===== config.mk =====
export PLATFORM = sky130hd
export DESIGN_NAME = reset_sequencer
export DESIGN_NICKNAME = d
export VERILOG_FILES = /design/src/rtl/reset_seq_pkg.sv /design/src/rtl/reset_sync_chain.sv /design/src/rtl/reset_sequencer.sv
export SDC_FILE = /design/constraint.sdc
export NUM_CORES = 1
export LEC_CHECK = 0
export BUFFER_PORTS_ARGS = -buffer_cell sky130_fd_sc_hd__buf_2
export CORE_MARGIN = 2
export CORE_UTILIZATION = 45
export DETAILED_ROUTE_END_ITERATION = 6
export PLACE_DENSITY = 0.76
export SYNTH_ARGS = -nofsm -noshare
export SYNTH_HDL_FRONTEND = slang
export SYNTH_HIERARCHICAL = 1
export SYNTH_SLANG_ARGS = --single-unit
export TNS_END_PERCENT = 50

===== constraint.sdc =====
create_clock -name clk -period 1.6 [get_ports clk]
set_input_delay 0.24 -clock clk [delete_from_list [all_inputs] [get_ports clk]]
set_output_delay 0.24 -clock clk [all_outputs]
set_load 0.1 [all_outputs]

===== src/rtl/reset_seq_pkg.sv =====
`default_nettype none
// ============================================================================
// Module   : reset_seq_pkg
// Purpose  : Shared state encoding and default parameters for reset_sequencer.
// Revision : 1.0
// ============================================================================
package reset_seq_pkg;

  typedef enum logic [1:0] {
    SEQ_WAIT    = 2'd0,
    SEQ_RUNNING = 2'd1,
    SEQ_DONE    = 2'd2
  } seq_state_t;

  localparam int DEF_SYNC_STAGES = 3;
  localparam int DEF_NUM_DOMAINS = 4;
  localparam int DEF_STRETCH     = 16;

  // One spare bit so the index can step past the last domain without wrapping
  function automatic int idx_width(input int num_domains);
    return $clog2(num_domains) + 1;
  endfunction

endpackage
`default_nettype wire


===== src/rtl/reset_sync_chain.sv =====
`default_nettype none
// ============================================================================
// Module   : reset_sync_chain
// Purpose  : Async-assert / sync-deassert reset synchroniser.
// Revision : 1.0
// ============================================================================
module reset_sync_chain
  import reset_seq_pkg::*;
#(
  parameter int SYNC_STAGES = DEF_SYNC_STAGES
) (
  input  logic clk,
  input  logic rst_n,
  output logic sync_rst_n
);

  logic [SYNC_STAGES-1:0] chain_q;

  always_ff @(posedge clk or negedge rst_n) begin
    if (!rst_n) begin
      chain_q <= '0;
    end else begin
      chain_q <= {chain_q[SYNC_STAGES-2:0], 1'b1};
    end
  end

  assign sync_rst_n = chain_q[SYNC_STAGES-1];

endmodule
`default_nettype wire


===== src/rtl/reset_sequencer.sv =====
`default_nettype none
// ============================================================================
// Module   : reset_sequencer
// Purpose  : Releases NUM_DOMAINS reset outputs in order, STRETCH cycles apart.
//            Define RESET_SEQ_SW_REQ_EN to add the sw_req/sw_ack restart port.
// Revision : 1.0
// ============================================================================
module reset_sequencer
  import reset_seq_pkg::*;
#(
  parameter int SYNC_STAGES = DEF_SYNC_STAGES,
  parameter int NUM_DOMAINS = DEF_NUM_DOMAINS,
  parameter int STRETCH     = DEF_STRETCH
) (
  input  logic                   clk,
  input  logic                   rst_n,
  output logic [NUM_DOMAINS-1:0] dom_rst_n,
  output logic                   done
`ifdef RESET_SEQ_SW_REQ_EN
  ,
  input  logic                   sw_req,
  output logic                   sw_ack
`endif
);

  localparam int CNT_W = $clog2(STRETCH + 1);
  localparam int IDX_W = idx_width(NUM_DOMAINS);
  localparam logic [CNT_W-1:0] CNT_LAST = CNT_W'(STRETCH);
  localparam logic [IDX_W-1:0] IDX_LAST = IDX_W'(NUM_DOMAINS - 1);

  logic                   sync_rst_n;
  seq_state_t             state_q;
  logic [CNT_W-1:0]       cnt_q;
  logic [CNT_W-1:0]       cnt_d;
  logic [IDX_W-1:0]       idx_q;
  logic [NUM_DOMAINS-1:0] dom_q;
  logic                   done_q;
  logic                   sw_rise;

  reset_sync_chain #(
    .SYNC_STAGES(SYNC_STAGES)
  ) u_sync (
    .clk        (clk),
    .rst_n      (rst_n),
    .sync_rst_n (sync_rst_n)
  );

  // The WAIT->SEQ edge is itself the first stretch cycle
  assign cnt_d = (state_q == SEQ_WAIT) ? CNT_W'(1) : cnt_q + CNT_W'(1);

`ifdef RESET_SEQ_SW_REQ_EN
  logic sw_req_q;
  logic sw_ack_q;

  always_ff @(posedge clk or negedge rst_n) begin
    if (!rst_n) begin
      sw_req_q <= 1'b0;
      sw_ack_q <= 1'b0;
    end else begin
      sw_req_q <= sw_req;
      sw_ack_q <= sw_rise && (state_q == SEQ_DONE);
    end
  end

  assign sw_rise = sw_req & ~sw_req_q;
  assign sw_ack  = sw_ack_q;
`else
  assign sw_rise = 1'b0;
`endif

  always_ff @(posedge clk or negedge rst_n) begin
    if (!rst_n) begin
      state_q <= SEQ_WAIT;
      cnt_q   <= '0;
      idx_q   <= '0;
      dom_q   <= '0;
      done_q  <= 1'b0;
    end else begin
      case (state_q)
        SEQ_WAIT, SEQ_RUNNING: begin
          if ((state_q == SEQ_RUNNING) || sync_rst_n) begin
            state_q <= SEQ_RUNNING;
            cnt_q   <= cnt_d;
            if (cnt_d == CNT_LAST) begin
              cnt_q <= '0;
              idx_q <= idx_q + IDX_W'(1);
              for (int i = 0; i < NUM_DOMAINS; i++) begin
                if (idx_q == IDX_W'(i)) begin
                  dom_q[i] <= 1'b1;
                end
              end
              if (idx_q == IDX_LAST) begin
                state_q <= SEQ_DONE;
                done_q  <= 1'b1;
              end
            end
          end
        end
        SEQ_DONE: begin
          if (sw_rise) begin
            state_q <= SEQ_RUNNING;
            cnt_q   <= '0;
            idx_q   <= '0;
            dom_q   <= '0;
            done_q  <= 1'b0;
          end
        end
        default: begin
          state_q <= SEQ_WAIT;
        end
      endcase
    end
  end

  assign dom_rst_n = dom_q;
  assign done      = done_q;

endmodule
`default_nettype wire

; Word level (Yosys, flattened, before mapping)
; Index checks and enable logic that the tools add are counted.
[op_classes]
addsub = 2
eq_ne = 7
mux = 6
bitwise = 1
n_reduce_logical = 11
[op_table]
columns = operator, n
row1 = AND reduction 4 bit, 4
row2 = two-way mux 5 bit, 2
row3 = equality test 3 x 2 -> 1 bit (second input constant), 2
row4 = two-way mux 2 bit, 3
row5 = adder 5 x 1 -> 5 bit (second input constant), 1
row6 = equality test 5 bit (second input constant), 1
row7 = one-hot mux 2 bit (2 select lines), 1
row8 = AND reduction 2 bit, 2
row9 = adder 3 x 1 -> 3 bit (second input constant), 1
row10 = equality test 3 x 1 -> 1 bit (second input constant), 1
row11 = logical NOT 3 bit, 1
row12 = AND reduction 3 bit, 1
row13 = equality test 2 x 1 -> 1 bit (second input constant), 1
row14 = equality test 2 bit (second input constant), 1
row15 = logical NOT 2 bit, 1
row16 = != test 2 bit (second input constant), 1
row17 = OR reduction 2 bit, 1
row18 = logical OR 1 bit, 1
row19 = inverter 1 bit, 1
[totals]
ff_bits = 17
word_cells = 35

; Depth between registers and ports, before layout
[depth]
word_depth = 6
mapped_depth = 5
depth_no_buf = 5

; By module
; The synthesis kept the hierarchy.
[modules_own_cells]
columns = mod, n_inst, cells_per_inst, area_per_inst_um2, seq_area_each_um2
row1 = reset_sequencer, 1, 64, 714.4, 350.3
row2 = reset_sync_chain, 1, 4, 78.8, 75.1

; Worst setup path after synthesis
; No wires, ideal clock.
[synth_timing]
path_kind = reg2reg
start = register cnt_q[0]
end = register idx_q[1]
setup_ns = 0.125
t_arrival_ns = 1.513
required_ns = 1.475
setup_slack_ns = -0.038
path_stages_with_launch = 6
cell_sequence = dfrtp_1 -> ha_1 -> and3_1 -> mux2i_1 -> nand3_2 -> mux2_4
[synth_between]
elab_chain_cells = 4
[synth_lines]
columns = element, line_no
row1 = from (decl), reset_sequencer.sv:33  ; logic [CNT_W-1:0] cnt_q;
row2 = from (signal assigned), reset_sequencer.sv:83  ; cnt_q <= cnt_d;
row3 = adder 5 x 1 -> 5 bit, reset_sequencer.sv:49  ; assign cnt_d = (state_q == SEQ_WAIT) ? CNT_W'(1) : cnt_q + CNT_W'(1);
row4 = two-way mux 5 bit, reset_sequencer.sv:49
row5 = equality test 5 bit, reset_sequencer.sv:84  ; if (cnt_d == CNT_LAST) begin
row6 = AND reduction 3 bit (no source line), n/a
row7 = to (signal assigned), reset_sequencer.sv:86  ; idx_q <= idx_q + IDX_W'(1);
row8 = to (decl), reset_sequencer.sv:35  ; logic [IDX_W-1:0] idx_q;
; Every way passes these cells.
; A chain may end at the register's enable or synchronous reset.

; Worst setup path after layout
; Ends and elaborated chain as after synthesis.

==> results.md <==
Critical path:
- The launching element type of the critical path is a flop.
- The slowest stage of the critical path belongs to the cell sky130_fd_sc_hd__dfrtp_1.
- STA classifies the critical path endpoint as a flop.
- The arrival time at the worst endpoint is 1.73 ns.
- The data required time of the worst path is 1.79 ns.
- The number of buffers and inverters on the critical path is 0.
- The highest fanout seen on the critical path is 4.
- The worst setup path is of the reg -> reg kind.
- The slack of the worst reg-to-reg path is 0.06 ns.
- For this run, the slowest stage of the critical path takes 0.41 ns.
- Traced cell by cell, the critical path runs through ha_4 -> and3_4 -> mux2i_4 -> nand3_2 -> mux2_4.
- Among cell families on the critical path, the largest total delay comes from multiplexers.

Global route:
- The number of global-route vias before repair is 497.
- The global routing usage summed across all routing layers is 14.5%.
- The initial antenna violation count came to 0.
- Global routing finished with a remaining overflow of 0.
- The first global-routing pass estimated 2140 microns of wire.
- Entering global routing, the biggest net connects 18 pins.

Synth:
- By count the netlist is led by 17 x sky130_fd_sc_hd__dfrtp_1, 9 x sky130_fd_sc_hd__nand2_1, 6 x sky130_fd_sc_hd__ha_1, 5 x sky130_fd_sc_hd__o21ai_0, 5 x sky130_fd_sc_hd__o21bai_1.
- After synthesis, flip-flops and latches occupy 53.6% of the total area.
- The most common cell in the netlist is sky130_fd_sc_hd__dfrtp_1.
- The Yosys step of the flow raised 6 warnings.
- The netlist uses 24 different library cells.
- After synthesis the cells add up to 793 sq um.
- Of all flip-flops after synthesis, the portion carrying an async set or reset was 100%.
- Synthesis inferred 17 register bits.
- The share of Yosys cell area claimed by the top area cell type is 53.6%.
- The count of flip-flops with a built-in enable after synthesis is 0.
- Counting every instance in the synthesized netlist gives 68.
- After synthesis, the cell types taking the most area are sky130_fd_sc_hd__dfrtp_1 54%, sky130_fd_sc_hd__ha_1 9.5%, sky130_fd_sc_hd__o21bai_1 4.7%, sky130_fd_sc_hd__nand2_1 4.3%, sky130_fd_sc_hd__xnor2_1 3.3%.
- A synthesized cell averages 11.7 sq um.
- The main flop type after synthesis is sky130_fd_sc_hd__dfrtp_1.
- The largest area contributor in the synthesized netlist is sky130_fd_sc_hd__dfrtp_1.
- The post-synth net total is 76.

Floorplan:
- The width of the chip is 46.0 microns.
- During I/O placement, the number of pins put on the boundary was 7.
- After floorplanning, the core was sized to cover 0.00169 sq mm.
- The initialized floorplan defines 15 standard-cell rows.
- The die footprint is 0.00211 sq mm.
- For this configuration, the core starts out at a cell density of 47.0%.
- The die height is 46.0 microns.

Timing:
- The count of final max-slew check failures is 0.
- The hold slack is 0.360 ns.
- Setup violations remaining at the end of the flow were counted as 0.
- After layout, the worst setup slack is 0.0588 ns.
- The accumulated negative setup slack is 0 ns.
- The worst clock skew is 0.00409 ns.
- The achievable frequency is 649 MHz.
- In the finished design, the share of the clock period the worst path needs comes to 96.3%.
- The number of endpoints with negative hold slack in the final report was 0.
- For the finished layout, the period the worst path requires is 1.54 ns.

Clocking:
- The number of buffers created by CTS is 3.
- CTS built an H-tree with a depth of 1.
- No sink is reached through more buffers than the 2 on the longest clock path.
- The number of sinks on the clock net is 17.
- The clock root buffer master is sky130_fd_sc_hd__clkbuf_4.
- The CTS tree is done.
- The clock-pin slew on the worst setup and hold paths is 0.10 ns.
- At the later pin of the worst-skew pair, clock insertion delay measures 0.29 ns.

Route:
- The total wire length is 1370 microns.
- The detailed router finished its first iteration with 3 violations.
- For this block, the via count after detailed routing is 530.
- Routed signal wires occupy layers up through met4.
- In this run the remaining antenna-violating nets after routing total 0.
- After detailed routing, the wire length on met1 is 703 microns.
- The met2 layer wire length in the routed design is 601 microns.
- After detailed routing, the number of remaining DRC violations is 0.
- The iteration count of the initial detailed-routing pass is 4.
- In the final routed layout, each cell accounts on average for 13.6 microns.
- The length of routed met3 wiring is 35 microns.
- The via-per-instance ratio is 5.25.

Placement:
- Routability-driven placement finished with a final weighted congestion of 0.720.
- The post-placement worst setup slack is 0.0302 ns.
- The placed instance area is 886 sq um.
- The count of buffers inserted at the top-level ports is 6.
- The HPWL after detailed placement is 927 microns.

Final layout:
- At the end of the flow, the number of nets in the layout was 93.
- The number of inserted diodes is 0.
- The area growth from synthesis to layout is 20.8%.
- The filler cell count in the final layout is 142.
- The post-route cell area is 958 sq um.
- Cells fill 56.7% of the core in the end.
- Of the cells placed in the final design, the portion with a size suffix greater than 1 is 27.4%.

Run status:
- The flow ran to the end, and the final reports show no timing, DRC or antenna violations.

Hold path:
- The min-delay analysis places its worst path in the category reg -> reg.

Power:
- For this design the static power due to leakage is 0.000459 uW.
- In this run the power density over the cells is 1900 mW/mm^2.
- The highest ir drop seen on vdd is 1320 uV.

Flow run:
- The number of max-cap violations is 0.
## flip-flops by register name (all words and copies together) (netlist names)
name,cells
state_q,2
idx_q,3
dom_rst_n,4
cnt_q,5
u_sync/chain_q,3
## placed cells by master (no fill, tap or decap), types with 2 or more instances in the layout
cell                       Yosys  final
sky130_fd_sc_hd__ha_1          6      5
sky130_fd_sc_hd__inv_1         4      4
sky130_fd_sc_hd__buf_2         0      6
sky130_fd_sc_hd__nor2b_1       2      2
sky130_fd_sc_hd__buf_4         1      6
sky130_fd_sc_hd__xnor2_1       3      3
sky130_fd_sc_hd__clkbuf_4      0      3
sky130_fd_sc_hd__dfrtp_1      17     17
sky130_fd_sc_hd__o21ai_0       5      5
sky130_fd_sc_hd__o21bai_1      5      5
sky130_fd_sc_hd__nand2_1       9      9
## worst paths after layout
kind	from	to	cells past startpoint
worst max-delay path	cnt_q[0]	idx_q[1]	5
min in group asynchronous	rst_n	cnt_q[4]	2
worst min-delay path	u_sync/chain_q[1]	u_sync/chain_q[2]	0
worst max register to register	cnt_q[0]	idx_q[1]	5
worst min register to register	u_sync/chain_q[1]	u_sync/chain_q[2]	0
max in group asynchronous	rst_n	cnt_q[0]	2
## through the flow
stage               instances  power, uW
global route              101       1930
global placement           95       1470
finish                    101       1820
detailed placement         95       1490
CTS                       100       1730
floorplan                  68       1310
## area by class of cell
class	count	area, sq um	area share (%)
multi-input combinational	46	384	40.1
tap	17	21.3	2.22
inverter	4	15.0	1.57
clock buffer	3	22.5	2.35
timing repair buffer	13	85.1	8.88
sequential	17	425	44.4
clock inverter	1	5.00	0.522
## per-layer routing
layer	vias up	GRT usage, %
met5	-	0
met4	0	8.57
met3	5	2.38
met2	7	18.9
met1	258	22.1
li1	260	-
## report_power, final
part	leakage [uW]	switching, uW	total, uW	internal, uW
clock	0.0000177	136	229	93.1
sequential	0.000211	117	672	555
combinational	0.000230	572	917	345
total	0.000459	825	1820	993
## cells by family after synthesis
kind of cell / synth area share [%]
adder cells (fa/ha/maj): 9.46
XOR/XNOR: 4.42
flip-flops: 53.6
multiplexers: 4.42
AO/OA/AOI/OAI: 10.4
buffers and inverters: 2.84
AND/OR/NAND/NOR: 14.4
other: 0.473
## timing repair
action	in CTS	in global routing
hold endpoints to repair	17	0
gates resized for setup	0	4
hold buffers	1	0
endpoints found under the setup margin	0	6
buffers inserted	0	1
## worst register-to-register path: cells and delay by family (launching register included)
kind                       cells  cell delay (ns)
adders and majority gates      1             0.17
DFF                            1             0.41
muxes                          2             0.54
and+or+nand+nor                2             0.31
No activity file was read; power rests on OpenSTA's default activity.
